**config.mk**
```make
export PLATFORM = sky130hd
export DESIGN_NAME = rs232_cmd_responder_flat
export DESIGN_NICKNAME = d
export VERILOG_FILES = /design/src/rtl/rs232_cmd_pkg.sv /design/src/rtl/rs232_cmd_responder_if.sv /design/src/rtl/rs232_tx_handshake.sv /design/src/rtl/rs232_cmd_responder.sv /design/src/flat_wrapper.sv
export SDC_FILE = /design/constraint.sdc
export NUM_CORES = 1
export LEC_CHECK = 0
export ABC_AREA = 1
export CORE_MARGIN = 5
export CORE_UTILIZATION = 35
export DETAILED_ROUTE_END_ITERATION = 6
export GPL_ROUTABILITY_DRIVEN = 0
export MAX_ROUTING_LAYER = met4
export PLACE_DENSITY = 0.54
export SLEW_MARGIN = 20
export SYNTH_ARGS = -nofsm -noshare
export SYNTH_HDL_FRONTEND = slang
export SYNTH_SLANG_ARGS = --single-unit
```
**constraint.sdc**
```tcl
create_clock -name clk -period 5.6 [get_ports clk]
set_input_delay 1.12 -clock clk [delete_from_list [all_inputs] [get_ports clk]]
set_output_delay 1.12 -clock clk [all_outputs]
set_load 0.01 [all_outputs]
```
**src/rtl/rs232_cmd_pkg.sv**
```systemverilog
// Shared opcodes, response codes and state encodings for the RS232 command responder.
package rs232_cmd_pkg;

  localparam logic [7:0] OP_WR     = 8'h57;
  localparam logic [7:0] OP_RD     = 8'h52;
  localparam logic [7:0] RSP_OK    = 8'h4B;
  localparam logic [7:0] RSP_BADOP = 8'h3F;
  localparam logic [7:0] RSP_RDTO  = 8'h21;

  typedef enum logic [2:0] {
    IDLE,
    GET_ADDR,
    GET_DATA,
    BUS_WR,
    BUS_RD,
    WAIT_RD,
    SEND,
    SEND_HOLD
  } state_t;

  typedef enum logic [1:0] {
    HS_IDLE,
    HS_WAIT,
    HS_HOLD
  } hs_state_t;

endpackage

```
**src/rtl/rs232_cmd_responder_if.sv**
```systemverilog
// UART byte streams plus register-bus signals seen by the command responder.
interface rs232_cmd_responder_if;
  logic       rx_rdy;
  logic [7:0] rx_data;
  logic       ena_tx;
  logic [7:0] tx_data;
  logic       tx_busy;
  logic [7:0] bus_addr;
  logic [7:0] bus_wdata;
  logic       bus_we;
  logic       bus_re;
  logic [7:0] bus_rdata;
  logic       bus_rvalid;
  logic       overrun;

  modport master (
    input  rx_rdy, rx_data, tx_busy, bus_rdata, bus_rvalid,
    output ena_tx, tx_data, bus_addr, bus_wdata, bus_we, bus_re, overrun
  );

  modport slave (
    output rx_rdy, rx_data, tx_busy, bus_rdata, bus_rvalid,
    input  ena_tx, tx_data, bus_addr, bus_wdata, bus_we, bus_re, overrun
  );
endinterface

```
**src/rtl/rs232_tx_handshake.sv**
```systemverilog
// One-entry transmit request stage: waits for tx_busy low, pulses ena_tx once,
// then holds off one clock until the UART's tx_busy has had time to rise.
module rs232_tx_handshake
  import rs232_cmd_pkg::*;
(
  input  logic       clk,
  input  logic       reset,
  input  logic       load,
  input  logic [7:0] load_data,
  output logic       ready,
  input  logic       tx_busy,
  output logic       ena_tx,
  output logic [7:0] tx_data
);

  hs_state_t  hs_q, hs_d;
  logic       ena_tx_q, ena_tx_d;
  logic [7:0] tx_data_q, tx_data_d;

  always_comb begin
    hs_d      = hs_q;
    ena_tx_d  = 1'b0;
    tx_data_d = tx_data_q;
    unique case (hs_q)
      HS_IDLE: begin
        if (load) begin
          tx_data_d = load_data;
          if (!tx_busy) begin
            ena_tx_d = 1'b1;
            hs_d     = HS_HOLD;
          end else begin
            hs_d = HS_WAIT;
          end
        end
      end
      HS_WAIT: begin
        if (!tx_busy) begin
          ena_tx_d = 1'b1;
          hs_d     = HS_HOLD;
        end
      end
      HS_HOLD: hs_d = HS_IDLE;
      default: hs_d = HS_IDLE;
    endcase
  end

  always_ff @(posedge clk or posedge reset) begin
    if (reset) begin
      hs_q      <= HS_IDLE;
      ena_tx_q  <= 1'b0;
      tx_data_q <= 8'h00;
    end else begin
      hs_q      <= hs_d;
      ena_tx_q  <= ena_tx_d;
      tx_data_q <= tx_data_d;
    end
  end

  assign ready   = (hs_q == HS_IDLE);
  assign ena_tx  = ena_tx_q;
  assign tx_data = tx_data_q;

endmodule

```
**src/rtl/rs232_cmd_responder.sv**
```systemverilog
// Decodes 'W' addr data / 'R' addr host commands into register-bus strobes and
// returns one response byte per command through the transmit handshake.
module rs232_cmd_responder
  import rs232_cmd_pkg::*;
#(
  parameter int SYSCLK_MHZ      = 27,
  parameter int BYTE_TIMEOUT_US = 10000,
  parameter int RD_TIMEOUT_CLKS = 255
) (
  input logic                 clk,
  input logic                 reset,
  rs232_cmd_responder_if.master io
);

  localparam logic [31:0] BYTE_LIMIT = 32'(SYSCLK_MHZ * BYTE_TIMEOUT_US);
  localparam int RD_CNT_W = (RD_TIMEOUT_CLKS < 2) ? 1 : $clog2(RD_TIMEOUT_CLKS + 1);
  localparam logic [RD_CNT_W-1:0] RD_LIMIT = RD_CNT_W'(RD_TIMEOUT_CLKS);

  state_t              state_q, state_d;
  logic                is_rd_q, is_rd_d;
  logic [7:0]          bus_addr_q, bus_addr_d;
  logic [7:0]          bus_wdata_q, bus_wdata_d;
  logic [7:0]          resp_q, resp_d;
  logic [31:0]         byte_cnt_q, byte_cnt_d;
  logic [RD_CNT_W-1:0] rd_cnt_q, rd_cnt_d;
  logic                overrun_q, overrun_d;

  logic                hs_load;
  logic [7:0]          hs_data;
  logic                hs_ready;
  logic                hs_ena_tx;
  logic [7:0]          hs_tx_data;

  always_comb begin
    state_d     = state_q;
    is_rd_d     = is_rd_q;
    bus_addr_d  = bus_addr_q;
    bus_wdata_d = bus_wdata_q;
    resp_d      = resp_q;
    byte_cnt_d  = byte_cnt_q;
    rd_cnt_d    = rd_cnt_q;
    overrun_d   = overrun_q;
    hs_load     = 1'b0;
    hs_data     = resp_q;

    if (io.rx_rdy && (state_q inside {BUS_WR, BUS_RD, WAIT_RD, SEND, SEND_HOLD}))
      overrun_d = 1'b1;

    unique case (state_q)
      IDLE: begin
        if (io.rx_rdy) begin
          byte_cnt_d = 32'd0;
          if (io.rx_data == OP_WR) begin
            is_rd_d = 1'b0;
            state_d = GET_ADDR;
          end else if (io.rx_data == OP_RD) begin
            is_rd_d = 1'b1;
            state_d = GET_ADDR;
          end else begin
            resp_d  = RSP_BADOP;
            state_d = SEND;
          end
        end
      end
      GET_ADDR: begin
        if (io.rx_rdy) begin
          bus_addr_d = io.rx_data;
          byte_cnt_d = 32'd0;
          if (is_rd_q) begin
            rd_cnt_d = '0;
            state_d  = BUS_RD;
          end else begin
            state_d = GET_DATA;
          end
        end else if (byte_cnt_q == BYTE_LIMIT) begin
          state_d = IDLE;
        end else begin
          byte_cnt_d = byte_cnt_q + 32'd1;
        end
      end
      GET_DATA: begin
        if (io.rx_rdy) begin
          bus_wdata_d = io.rx_data;
          byte_cnt_d  = 32'd0;
          state_d     = BUS_WR;
        end else if (byte_cnt_q == BYTE_LIMIT) begin
          state_d = IDLE;
        end else begin
          byte_cnt_d = byte_cnt_q + 32'd1;
        end
      end
      BUS_WR: begin
        resp_d  = RSP_OK;
        state_d = SEND;
      end
      BUS_RD: begin
        // rd_cnt tracks clocks since bus_re, so it already counts this cycle
        rd_cnt_d = rd_cnt_q + 1'b1;
        state_d  = WAIT_RD;
      end
      WAIT_RD: begin
        // Read replies go straight to the handshake to keep rvalid-to-ena_tx at one clock
        if (io.bus_rvalid) begin
          resp_d  = io.bus_rdata;
          hs_load = 1'b1;
          hs_data = io.bus_rdata;
          state_d = SEND_HOLD;
        end else if (rd_cnt_q == RD_LIMIT) begin
          resp_d  = RSP_RDTO;
          hs_load = 1'b1;
          hs_data = RSP_RDTO;
          state_d = SEND_HOLD;
        end else begin
          rd_cnt_d = rd_cnt_q + 1'b1;
        end
      end
      SEND: begin
        if (hs_ready) begin
          hs_load = 1'b1;
          state_d = SEND_HOLD;
        end
      end
      SEND_HOLD: begin
        if (hs_ready) state_d = IDLE;
      end
      default: state_d = IDLE;
    endcase
  end

  always_ff @(posedge clk or posedge reset) begin
    if (reset) begin
      state_q     <= IDLE;
      is_rd_q     <= 1'b0;
      bus_addr_q  <= 8'h00;
      bus_wdata_q <= 8'h00;
      resp_q      <= 8'h00;
      byte_cnt_q  <= 32'd0;
      rd_cnt_q    <= '0;
      overrun_q   <= 1'b0;
    end else begin
      state_q     <= state_d;
      is_rd_q     <= is_rd_d;
      bus_addr_q  <= bus_addr_d;
      bus_wdata_q <= bus_wdata_d;
      resp_q      <= resp_d;
      byte_cnt_q  <= byte_cnt_d;
      rd_cnt_q    <= rd_cnt_d;
      overrun_q   <= overrun_d;
    end
  end

  rs232_tx_handshake u_tx_hs (
    .clk       (clk),
    .reset     (reset),
    .load      (hs_load),
    .load_data (hs_data),
    .ready     (hs_ready),
    .tx_busy   (io.tx_busy),
    .ena_tx    (hs_ena_tx),
    .tx_data   (hs_tx_data)
  );

  assign io.ena_tx    = hs_ena_tx;
  assign io.tx_data   = hs_tx_data;
  assign io.bus_we    = (state_q == BUS_WR);
  assign io.bus_re    = (state_q == BUS_RD);
  assign io.bus_addr  = bus_addr_q;
  assign io.bus_wdata = bus_wdata_q;
  assign io.overrun   = overrun_q;

endmodule

```
**src/flat_wrapper.sv**
```systemverilog
// flat-port wrapper written by rule: the top's interface ports become plain ports
module rs232_cmd_responder_flat import rs232_cmd_pkg::*;
#(
  parameter int SYSCLK_MHZ      = 27,
  parameter int BYTE_TIMEOUT_US = 10000,
  parameter int RD_TIMEOUT_CLKS = 255
)
  (clk, reset, io_rx_rdy, io_rx_data, io_tx_busy, io_bus_rdata, io_bus_rvalid, io_ena_tx, io_tx_data, io_bus_addr, io_bus_wdata, io_bus_we, io_bus_re, io_overrun);
  rs232_cmd_responder_if io_i ();
  input logic clk;
  input logic reset;
  input wire logic [$bits(io_i.rx_rdy)-1:0] io_rx_rdy;
  input wire logic [$bits(io_i.rx_data)-1:0] io_rx_data;
  input wire logic [$bits(io_i.tx_busy)-1:0] io_tx_busy;
  input wire logic [$bits(io_i.bus_rdata)-1:0] io_bus_rdata;
  input wire logic [$bits(io_i.bus_rvalid)-1:0] io_bus_rvalid;
  output wire logic [$bits(io_i.ena_tx)-1:0] io_ena_tx;
  output wire logic [$bits(io_i.tx_data)-1:0] io_tx_data;
  output wire logic [$bits(io_i.bus_addr)-1:0] io_bus_addr;
  output wire logic [$bits(io_i.bus_wdata)-1:0] io_bus_wdata;
  output wire logic [$bits(io_i.bus_we)-1:0] io_bus_we;
  output wire logic [$bits(io_i.bus_re)-1:0] io_bus_re;
  output wire logic [$bits(io_i.overrun)-1:0] io_overrun;
  assign io_i.rx_rdy = io_rx_rdy;
  assign io_i.rx_data = io_rx_data;
  assign io_i.tx_busy = io_tx_busy;
  assign io_i.bus_rdata = io_bus_rdata;
  assign io_i.bus_rvalid = io_bus_rvalid;
  assign io_ena_tx = io_i.ena_tx;
  assign io_tx_data = io_i.tx_data;
  assign io_bus_addr = io_i.bus_addr;
  assign io_bus_wdata = io_i.bus_wdata;
  assign io_bus_we = io_i.bus_we;
  assign io_bus_re = io_i.bus_re;
  assign io_overrun = io_i.overrun;
  rs232_cmd_responder #(.SYSCLK_MHZ(SYSCLK_MHZ), .BYTE_TIMEOUT_US(BYTE_TIMEOUT_US), .RD_TIMEOUT_CLKS(RD_TIMEOUT_CLKS)) u_core (.clk(clk), .reset(reset), .io(io_i));
endmodule
```
Word-level counts from Yosys, hierarchy flattened

Cells that the tools add are included.

Register bits: 80
Input bits: 21
Logic and storage cells: 97

Add/sub/neg operators: 2
Equal/unequal tests: 25
Multiplexer cells: 41
Reduce and logical (&&, ||, !) cells: 18

Operators by type and width:

| kind                                                  | number |
|---|---|
| two-way mux 32 bit                                    | 3 |
| two-way mux 8 bit                                     | 10 |
| one-hot mux 32 bit (2 select lines)                   | 1 |
| one-hot mux 8 bit (3 select lines)                    | 2 |
| two-way mux 3 bit                                     | 11 |
| adder 32 x 1 -> 32 bit, second input constant         | 1 |
| == test 32 x 19 -> 1 bit, second input constant       | 1 |
| one-hot mux 3 bit (8 select lines)                    | 1 |
| == test 8 x 7 -> 1 bit, second input constant         | 2 |
| inequality test 2 bit, second input constant          | 7 |
| == test 3 bit, second input constant                  | 4 |
| adder 8 x 1 -> 8 bit, second input constant           | 1 |
| == test 8 bit, second input constant                  | 1 |
| inequality test 2 x 1 -> 1 bit, second input constant | 4 |
| AND reduction 2 bit                                   | 4 |
| AND reduction 4 bit                                   | 2 |
| two-way mux 1 bit                                     | 7 |
| == test 3 x 2 -> 1 bit, second input constant         | 2 |
| two-way mux 2 bit                                     | 3 |
| inequality test 3 bit, second input constant          | 2 |
| AND reduction 3 bit                                   | 2 |
| nonzero test 3 bit                                    | 2 |
| AND reduction 5 bit                                   | 1 |
| nonzero test 5 bit                                    | 1 |
| 9 further kinds                                       | 11 |

Depth between registers and ports, before layout

Gate-level depths: netlist of the first run.

Depth in word-level cells: 6
Depth in mapped cells: 13
Depth with buffers taken out: 13

Modules after synthesis

Synthesis of the first run repeated with hierarchy kept, for this count alone.

Cell total of the unflattened synthesis: 661
Area, all modules: 4687.0 um^2

By module, submodules not included:

| module              | times used | cells an instance | area each (um^2) |
|---|---|---|---|
| rs232_cmd_responder | 1          | 617               | 4254.1 |
| rs232_tx_handshake  | 1          | 44                | 432.9 |

Least setup slack after synthesis of the first run

Ideal clock, no wire load.

Path kind: input to register
Start: input port io_rx_data[2]
End: register u_core.resp_q[2]
Library setup time: 0.120 ns
Data arrival time: 1.960 ns
Required time: 5.480 ns
Slack: 3.520 ns
Stages: 7
Path buffers: 0
Cell sequence: inv_1 -> nor3_1 -> o21ai_0 -> nor2_1 -> nor2_4 -> o21ai_0 -> inv_1

Word-level cells in the longest chain between the ends: 3
Elaborated cells between the ends (all ways): 5

Ends and longest elaborated chain:

| what                                      | line                                                 | text |
|---|---|---|
| start, declared                           | flat_wrapper.sv:13                                   | `input wire logic [$bits(io_i.rx_data)-1:0] io_rx_data;` |
| == test 8 x 7 -> 1 bit (on tied branches) | rs232_cmd_responder.sv:53, rs232_cmd_responder.sv:56 |  |
| inequality test 2 bit (no line)           | -                                                    |  |
| AND reduction 4 bit (no line) (*)         | -                                                    |  |
| end signal, assigned                      | rs232_cmd_responder.sv:145                           | `resp_q <= resp_d;` |
| end, declared                             | rs232_cmd_responder.sv:23                            | `logic [7:0] resp_q, resp_d;` |

Mark *: on every way between the ends. The rest lies on a longest branch, timed or not.
A chain may end at the register's enable or synchronous reset.

Final worst setup path of the first run

Start: input port io_rx_rdy
End: register u_core.byte_cnt_q[11]

Word-level cells in the longest chain between the ends: 2
Elaborated cells between the ends (all ways): 5

Ends and longest elaborated chain:

| what                                                                                        | line                       | text |
|---|---|---|
| start, declared                                                                             | flat_wrapper.sv:12         | `input wire logic [$bits(io_i.rx_rdy)-1:0] io_rx_rdy;` |
| inequality test 3 bit (no line), or another cell as far along                               | -                          |  |
| AND reduction 3 bit (no line) / one-hot mux 32 bit (2 select lines) (equally long branches) | -                          |  |
| end signal, assigned                                                                        | rs232_cmd_responder.sv:146 | `byte_cnt_q <= byte_cnt_d;` |
| end, declared                                                                               | rs232_cmd_responder.sv:24  | `logic [31:0] byte_cnt_q, byte_cnt_d;` |

Parallel ways exist; a longest one is shown, timed or not.

==> metrics.yaml, run 1 <==
clocking:
  cts_max_level: 3
  ctsHoldBuffers: 0
  cts_resized: 0
  clock_path_buffers: 2
  cts-root-buf: "clkbuf_16"
  cts_tree: "yes"
  clock_sinks: 80
  clkTransAtPathRegs_ns: 0.06
  clk_latency_ns: 0.34
  cts_setup_buffers: 0
  numCtsBuffers: 9
hold_path:
  min_path_type: "flip-flop to flip-flop"
  holdPathEnd: "u_core.resp_q[7]"
  hp-start: "u_core.resp_q[7]"
  hold_depth: 2
place:
  dpl.hpwl_um: 8950
  port_buffers: 48
  dp_cells: 859
route:
  vias_per_cell: 4.97
  post-route-drc-count: 0
  post_drt_wl_per_cell_um: 14.1
  ant_nets: 0
  first_pass_iters: 5
  drt_iter0_drc: 399
  dr_total_vias: 4346
  drt-total-wl_um: 12400
layout:
  fin_nets: 718
  fillCellCount: 1375
  syn_to_final_growth_pct: 20.2
  num_antenna_cells: 0
  fin_cells: 875
  multi_input_area_um2: 2270
  final_cell_mix: "nand2_1 (199), dfrtp_1 (80), inv_1 (75)"
  register_area_um2: 2000
  drive_above_1_share_pct: 8.01
  final_common_cell: "nand2_1"
sta:
  grt_setup_unrepaired: "false"
  setup_viol: 0
  tns_ns: 0
  fin_crit_ns: 2.93
  drv_slew: 0
  period_share_pct: 52.3
  hold_viol_final: 0
  max_freq_mhz: 342
  clock_skew_ns: 0.00899
  relSlewSlack_pct: 23.2
  tightest_slew_ns: 1.15
synth:
  ys_seq_area_share_pct: 42.9
  synth_edf_count: 0
  postSynthAreaPerCell_um2: 7.19
  syn-cell-area_um2: 4670
  synth-xor-area-share_pct: 1.69
  syn_inst: 649
  syn_nets: 673
  synth.distinct_cells: 34
  synth-simple-area-share_pct: 34.0
  synth_top_family_by_area: "simple AND/OR/NAND/NOR gates"
  synth_async_sr_flop_share_pct: 100
  synth_compound_area_share_pct: 12.0
  yosys-mux-area-fraction_pct: 0
  ys_warn_count: 0
  yosys.area_share.adder_pct: 0.804
  synth-seq-cells: 80
  synth_flop_cell: "dfrtp_1"
pwr:
  switching_power_uw: 945
  p_sw_share_pct: 38.8
  ir_drop_mv: 0.288
  p_comb_share_pct: 39.4
  seqPwrFrac_pct: 34.1
  total_power_mw: 2.43
  power.density_nw_per_um2: 433
  power_leakage_nw: 2.53
  pwr-share-clk_pct: 26.5
  internal_power_mw: 1.49
global_routing:
  grt_usage_pct: 16.6
  grt_pass1_wl_um: 20900
  overflow: 0
  grt_max_degree: 46
  grt_pass1_vias: 4272
  antenna_found_initial: 0
worst_setup_path:
  crit_top_cell: "nand2_1"
  startpoint_type: "input pin"
  r2r_cells: 11
  path_cells: "clkdlybuf4s50_1 -> nor2_2 -> inv_2 -> nand2_1 -> inv_1 -> nand2_1 -> nand2_2 -> inv_2 -> nand2_1 -> o21ai_0"
  r2r-end: "u_core.byte_cnt_q[9]"
  r2r_start: "u_core.byte_cnt_q[0]"
  worstPathRequired_ns: 5.82
  cp_slowest_cell: "clkdlybuf4s50_1"
  path_buf_inv: 4
  crit_type: "input pin to flip-flop"
  crit_fanout: 30
  max_stage_delay_ns: 0.73
  cp_top_family: "buffers and inverters"
  critPathCaptureType: "flip-flop"
  r2r_slack_ns: 3.28
  critPathArrivalTime_ns: 3.15
die:
  die-area_um2: 15800
  die_h_um: 126
  coreArea_um2: 13100
  io_pins: 49
  core.rowCount: 42
  die_w_um: 126
  start_util_pct: 35.5
outcome:
  status: "finished, final reports clean"
run:
  drv_cap: 0
-- kinds of logic after synthesis --
kind of cell | count (synthesis)
buffers and inverters | 96
XOR/XNOR | 9
AND/OR/NAND/NOR | 367
AO/OA/AOI/OAI | 94
adder cells (fa/ha/maj) | 3
flip-flops | 80
-- cell usage after synthesis, types with 3 or more instances --
cell type	instances	area share, %
inv_2	4	0.32
nand2_2	7	0.94
a21oi_1	18	1.9
nor2_1	63	5.1
buf_2	6	0.64
nor3_1	18	1.9
o211ai_1	4	0.64
clkbuf_1	5	0.40
o21ai_2	14	2.6
dfrtp_1	80	43
xnor2_1	3	0.56
nand2_1	200	16
buf_6	3	0.72
nand3_1	38	4.1
nor2_2	7	0.94
ha_1	3	0.80
xor2_1	6	1.1
inv_1	76	6.1
nand4_1	29	3.9
o21ai_0	48	5.1
-- final cells by class --
| cell class | instances | area share, % |
|---|---|---|
| Clock inverter | 5 | 1.43 |
| Inverter | 81 | 5.57 |
| Tap cell | 176 | 3.92 |
| Multi-Input combinational cell | 473 | 40.4 |
| Clock buffer | 11 | 4.32 |
| Sequential cell | 80 | 35.7 |
| Timing Repair Buffer | 49 | 8.69 |
-- flip-flops by register name, indices dropped and copies added (netlist names) --
register and flops:
u_core.io.overrun 1, u_core.state_q 3, u_core.io.bus_wdata 8, u_core.io.bus_addr 8
u_core.u_tx_hs.ena_tx 1, u_core.is_rd_q 1, u_core.u_tx_hs.tx_data 8, u_core.resp_q 8
u_core.byte_cnt_q 32, u_core.rd_cnt_q 8, u_core.u_tx_hs.hs_q 2
-- through the flow --
stage	hold WS, ns	worst slack, ns	cell area [um2]	utilization (%)
final	0.472	2.67	5610	42.7
after global routing	0.509	2.48	5610	42.7
after CTS	0.479	2.68	5610	42.7
after detailed placement	0.460	2.32	5290	40.3
after global placement	0.455	2.38	5290	40.3
after floorplan	0.436	2.43	4670	-
-- tightest hold or removal path: stages, from the launching register on --
cell     delay [ns]
dfrtp_1        0.34
nand2_1        0.05
nand2_1        0.05
-- power by group through the flow --
stage | logic [mW] | clock network (mW) | registers (mW)
CTS | 0.975 | 0.663 | 0.829
detailed placement | 0.970 | 0 | 0.834
global placement | 0.962 | 0 | 0.833
global route | 1.09 | 0.689 | 0.849
finish | 0.958 | 0.646 | 0.829
floorplan | 0.638 | 0 | 0.848
-- per-layer routing --
layer,part of all wire [%],up-vias,GRT usage [%]
met1,48,2027,22.5
met2,45,117,24.7
met5,0,-,-
met3,4.6,18,3.84
met4,1.6,0,5.55
li1,-,2184,-
-- worst max-delay path by stage --
stage / start / slack (ns) / depth (start not counted) / to
4_1_cts: io_rx_rdy / 2.68 / 10 / u_core.byte_cnt_q[9]
2_1_floorplan: reset / 2.43 / 1 / u_core.byte_cnt_q[0]
3_5_place_dp: io_rx_rdy / 2.32 / 10 / u_core.byte_cnt_q[9]
6_report: io_rx_rdy / 2.67 / 10 / u_core.byte_cnt_q[11]
3_3_place_gp: io_rx_rdy / 2.38 / 10 / u_core.byte_cnt_q[5]
5_1_grt: io_rx_rdy / 2.48 / 10 / u_core.byte_cnt_q[18]
Note: power is estimated with default switching activity, not from simulation.
==> run 2, diff against run 1 <==
==> constraint.sdc (replaced) <==
create_clock -name clk -period 2.9 [get_ports clk]
set_input_delay 0.58 -clock clk [delete_from_list [all_inputs] [get_ports clk]]
set_output_delay 0.58 -clock clk [all_outputs]
set_load 0.01 [all_outputs]
==> metrics.yaml, run 2 (same netlist as run 1, synthesis figures left out) <==
layout:
  syn_to_final_growth_pct: 21.7  # was 20.2%
  largest_register: "u_core.byte_cnt_q"  # unchanged
  num_antenna_cells: 0  # unchanged
  final_common_cell: "nand2_1"  # unchanged
  fin_nets: 723  # was 718
  drive_above_1_share_pct: 8.66  # was 8.01%
  largest_reg_flops: 32  # unchanged
  final_cell_mix: "nand2_1 (200), dfrtp_1 (80), inv_1 (75)"  # was nand2_1 (199), dfrtp_1 (80), inv_1 (75)
  fin_cells: 880  # was 875
global_routing:
  grt_pass1_wl_um: 21100  # was 20900 um
  grt_pass1_vias: 4354  # was 4272
  antenna_found_initial: 0  # unchanged
  overflow: 0  # unchanged
  grt_usage_pct: 16.8  # was 16.6%
  grt_max_degree: 43  # was 46
hold_path:
  holdPathEnd: "u_core.io.overrun"  # was u_core.resp_q[7]
  min_path_type: "flip-flop to flip-flop"  # unchanged
  hold_depth: 1  # was 2
  hp-start: "u_core.io.overrun"  # was u_core.resp_q[7]
worst_setup_path:
  r2r_slack_ns: 0.72  # was 3.28 ns
  crit_type: "flip-flop to output pin"  # was input pin to flip-flop
  critPathCaptureType: "output pin"  # was flip-flop
  worstPathRequired_ns: 2.32  # was 5.82 ns
  r2r_start: "u_core.byte_cnt_q[0]"  # unchanged
  critPathArrivalTime_ns: 1.76  # was 3.15 ns
  startpoint_type: "flip-flop"  # was input pin
  r2r-end: "u_core.byte_cnt_q[11]"  # was u_core.byte_cnt_q[9]
  r2r_cells: 11  # unchanged
  crit_fanout: 6  # was 30
sta:
  fin_crit_ns: 2.34
  max_freq_mhz: 427
  tightest_slew_ns: 0.552  # was 1.15 ns
  worst_hold_slack_ns: 0.478  # was 0.472 ns
  clock_skew_ns: 0.00569  # was 0.00899 ns
  setup_viol: 0  # unchanged
  relSlewSlack_pct: 63.1  # was 23.2%
  tns_ns: 0  # unchanged
  drv_slew: 0  # unchanged
  period_share_pct: 80.8
  hold_viol_final: 0  # unchanged
  grt_setup_unrepaired: "false"  # unchanged
die:
  io_pins: 49  # unchanged
  die-area_um2: 15800  # unchanged
  core.rowCount: 42  # unchanged
  die_w_um: 126  # unchanged
  start_util_pct: 35.5  # unchanged
  coreArea_um2: 13100  # unchanged
  die_h_um: 126  # unchanged
clocking:
  clkTransAtPathRegs_ns: 0.06  # about the same
  cts_resized: 0  # unchanged
  clk_latency_ns: 0.34  # about the same
  cts_max_level: 3  # unchanged
  ctsHoldBuffers: 0  # unchanged
  cts_setup_buffers: 0  # unchanged
  clock_path_buffers: 2  # unchanged
  cts_tree: "yes"  # unchanged
  cts-root-buf: "clkbuf_16"  # unchanged
  numCtsBuffers: 9  # unchanged
  clock_sinks: 80  # unchanged
place:
  dpl.hpwl_um: 9270  # was 8950 um
  dp_cells: 864  # was 859
  port_buffers: 48  # unchanged
outcome:
  status: "finished, final reports clean"  # unchanged
pwr:
  ir_drop_mv: 0.459  # was 0.288 mV
  power.density_nw_per_um2: 841  # was 433 nW/um2
  power_leakage_nw: 2.56  # was 2.53 nW
route:
  ant_nets: 0  # unchanged
  first_pass_iters: 5  # unchanged
  post_drt_wl_per_cell_um: 14.1  # about the same
  drt-total-wl_um: 12400  # about the same
  post-route-drc-count: 0  # unchanged
  drt_iter0_drc: 304  # was 399
  vias_per_cell: 4.95  # was 4.97
  dr_total_vias: 4358  # was 4346
run:
  drv_cap: 0  # unchanged
run 2: final cells by class:
type	count	area, um2
clock buffers	10	239
clock inverters	6	91.3
fillers	1397	7460
inverters	81	313
multi-input cells	473	2270
flip-flops and latches	80	2000
well taps	176	220
repair buffers	54	551
run 2: metal layers:
metal,routed length [um],GRT usage (%),vias to the layer above
met5,0,-,-
met4,237,6.70,0
met3,568,3.11,22
met2,5610,25.7,96
met1,6030,22.1,2035
li1,-,-,2205
run 2: metrics by stage:
step / utilization, % / power (mW) / area (um2) / setup slack (ns)
2_1_floorplan: - / 2.87 / 4670 / 0.268
3_3_place_gp: 40.7 / 3.55 / 5350 / 0.655
3_5_place_dp: 40.7 / 3.56 / 5350 / 0.599
4_1_cts: 43.2 / 4.85 / 5680 / 0.544
5_1_grt: 43.2 / 5.15 / 5680 / 0.455
6_report: 43.2 / 4.78 / 5680 / 0.558
run 2: worst max path at each step:
stage / start / end / slack (ns) / cells past startpoint
6_report: u_core.state_q[0] / io_bus_we / 0.56 / 3
3_3_place_gp: io_rx_rdy / u_core.byte_cnt_q[11] / 0.66 / 10
5_1_grt: u_core.state_q[0] / io_bus_we / 0.46 / 3
2_1_floorplan: reset / u_core.byte_cnt_q[0] / 0.27 / 1
4_1_cts: u_core.state_q[0] / io_bus_we / 0.54 / 3
3_5_place_dp: io_rx_data[4] / u_core.resp_q[4] / 0.60 / 8
run 2: worst max-delay path, stage by stage, from the launching register on:
cell             delay (ns)
dfrtp_1                0.46
nand2_1                0.14
nor2_2                 0.22
clkdlybuf4s50_1        0.60
run 2: report_power, final:
| group | internal (mW) | leakage (nW) | switching (mW) |
|---|---|---|---|
| clock | 0.781 | 0.151 | 0.482 |
| sequential | 1.40 | 1.05 | 0.201 |
| combinational | 0.747 | 1.36 | 1.17 |
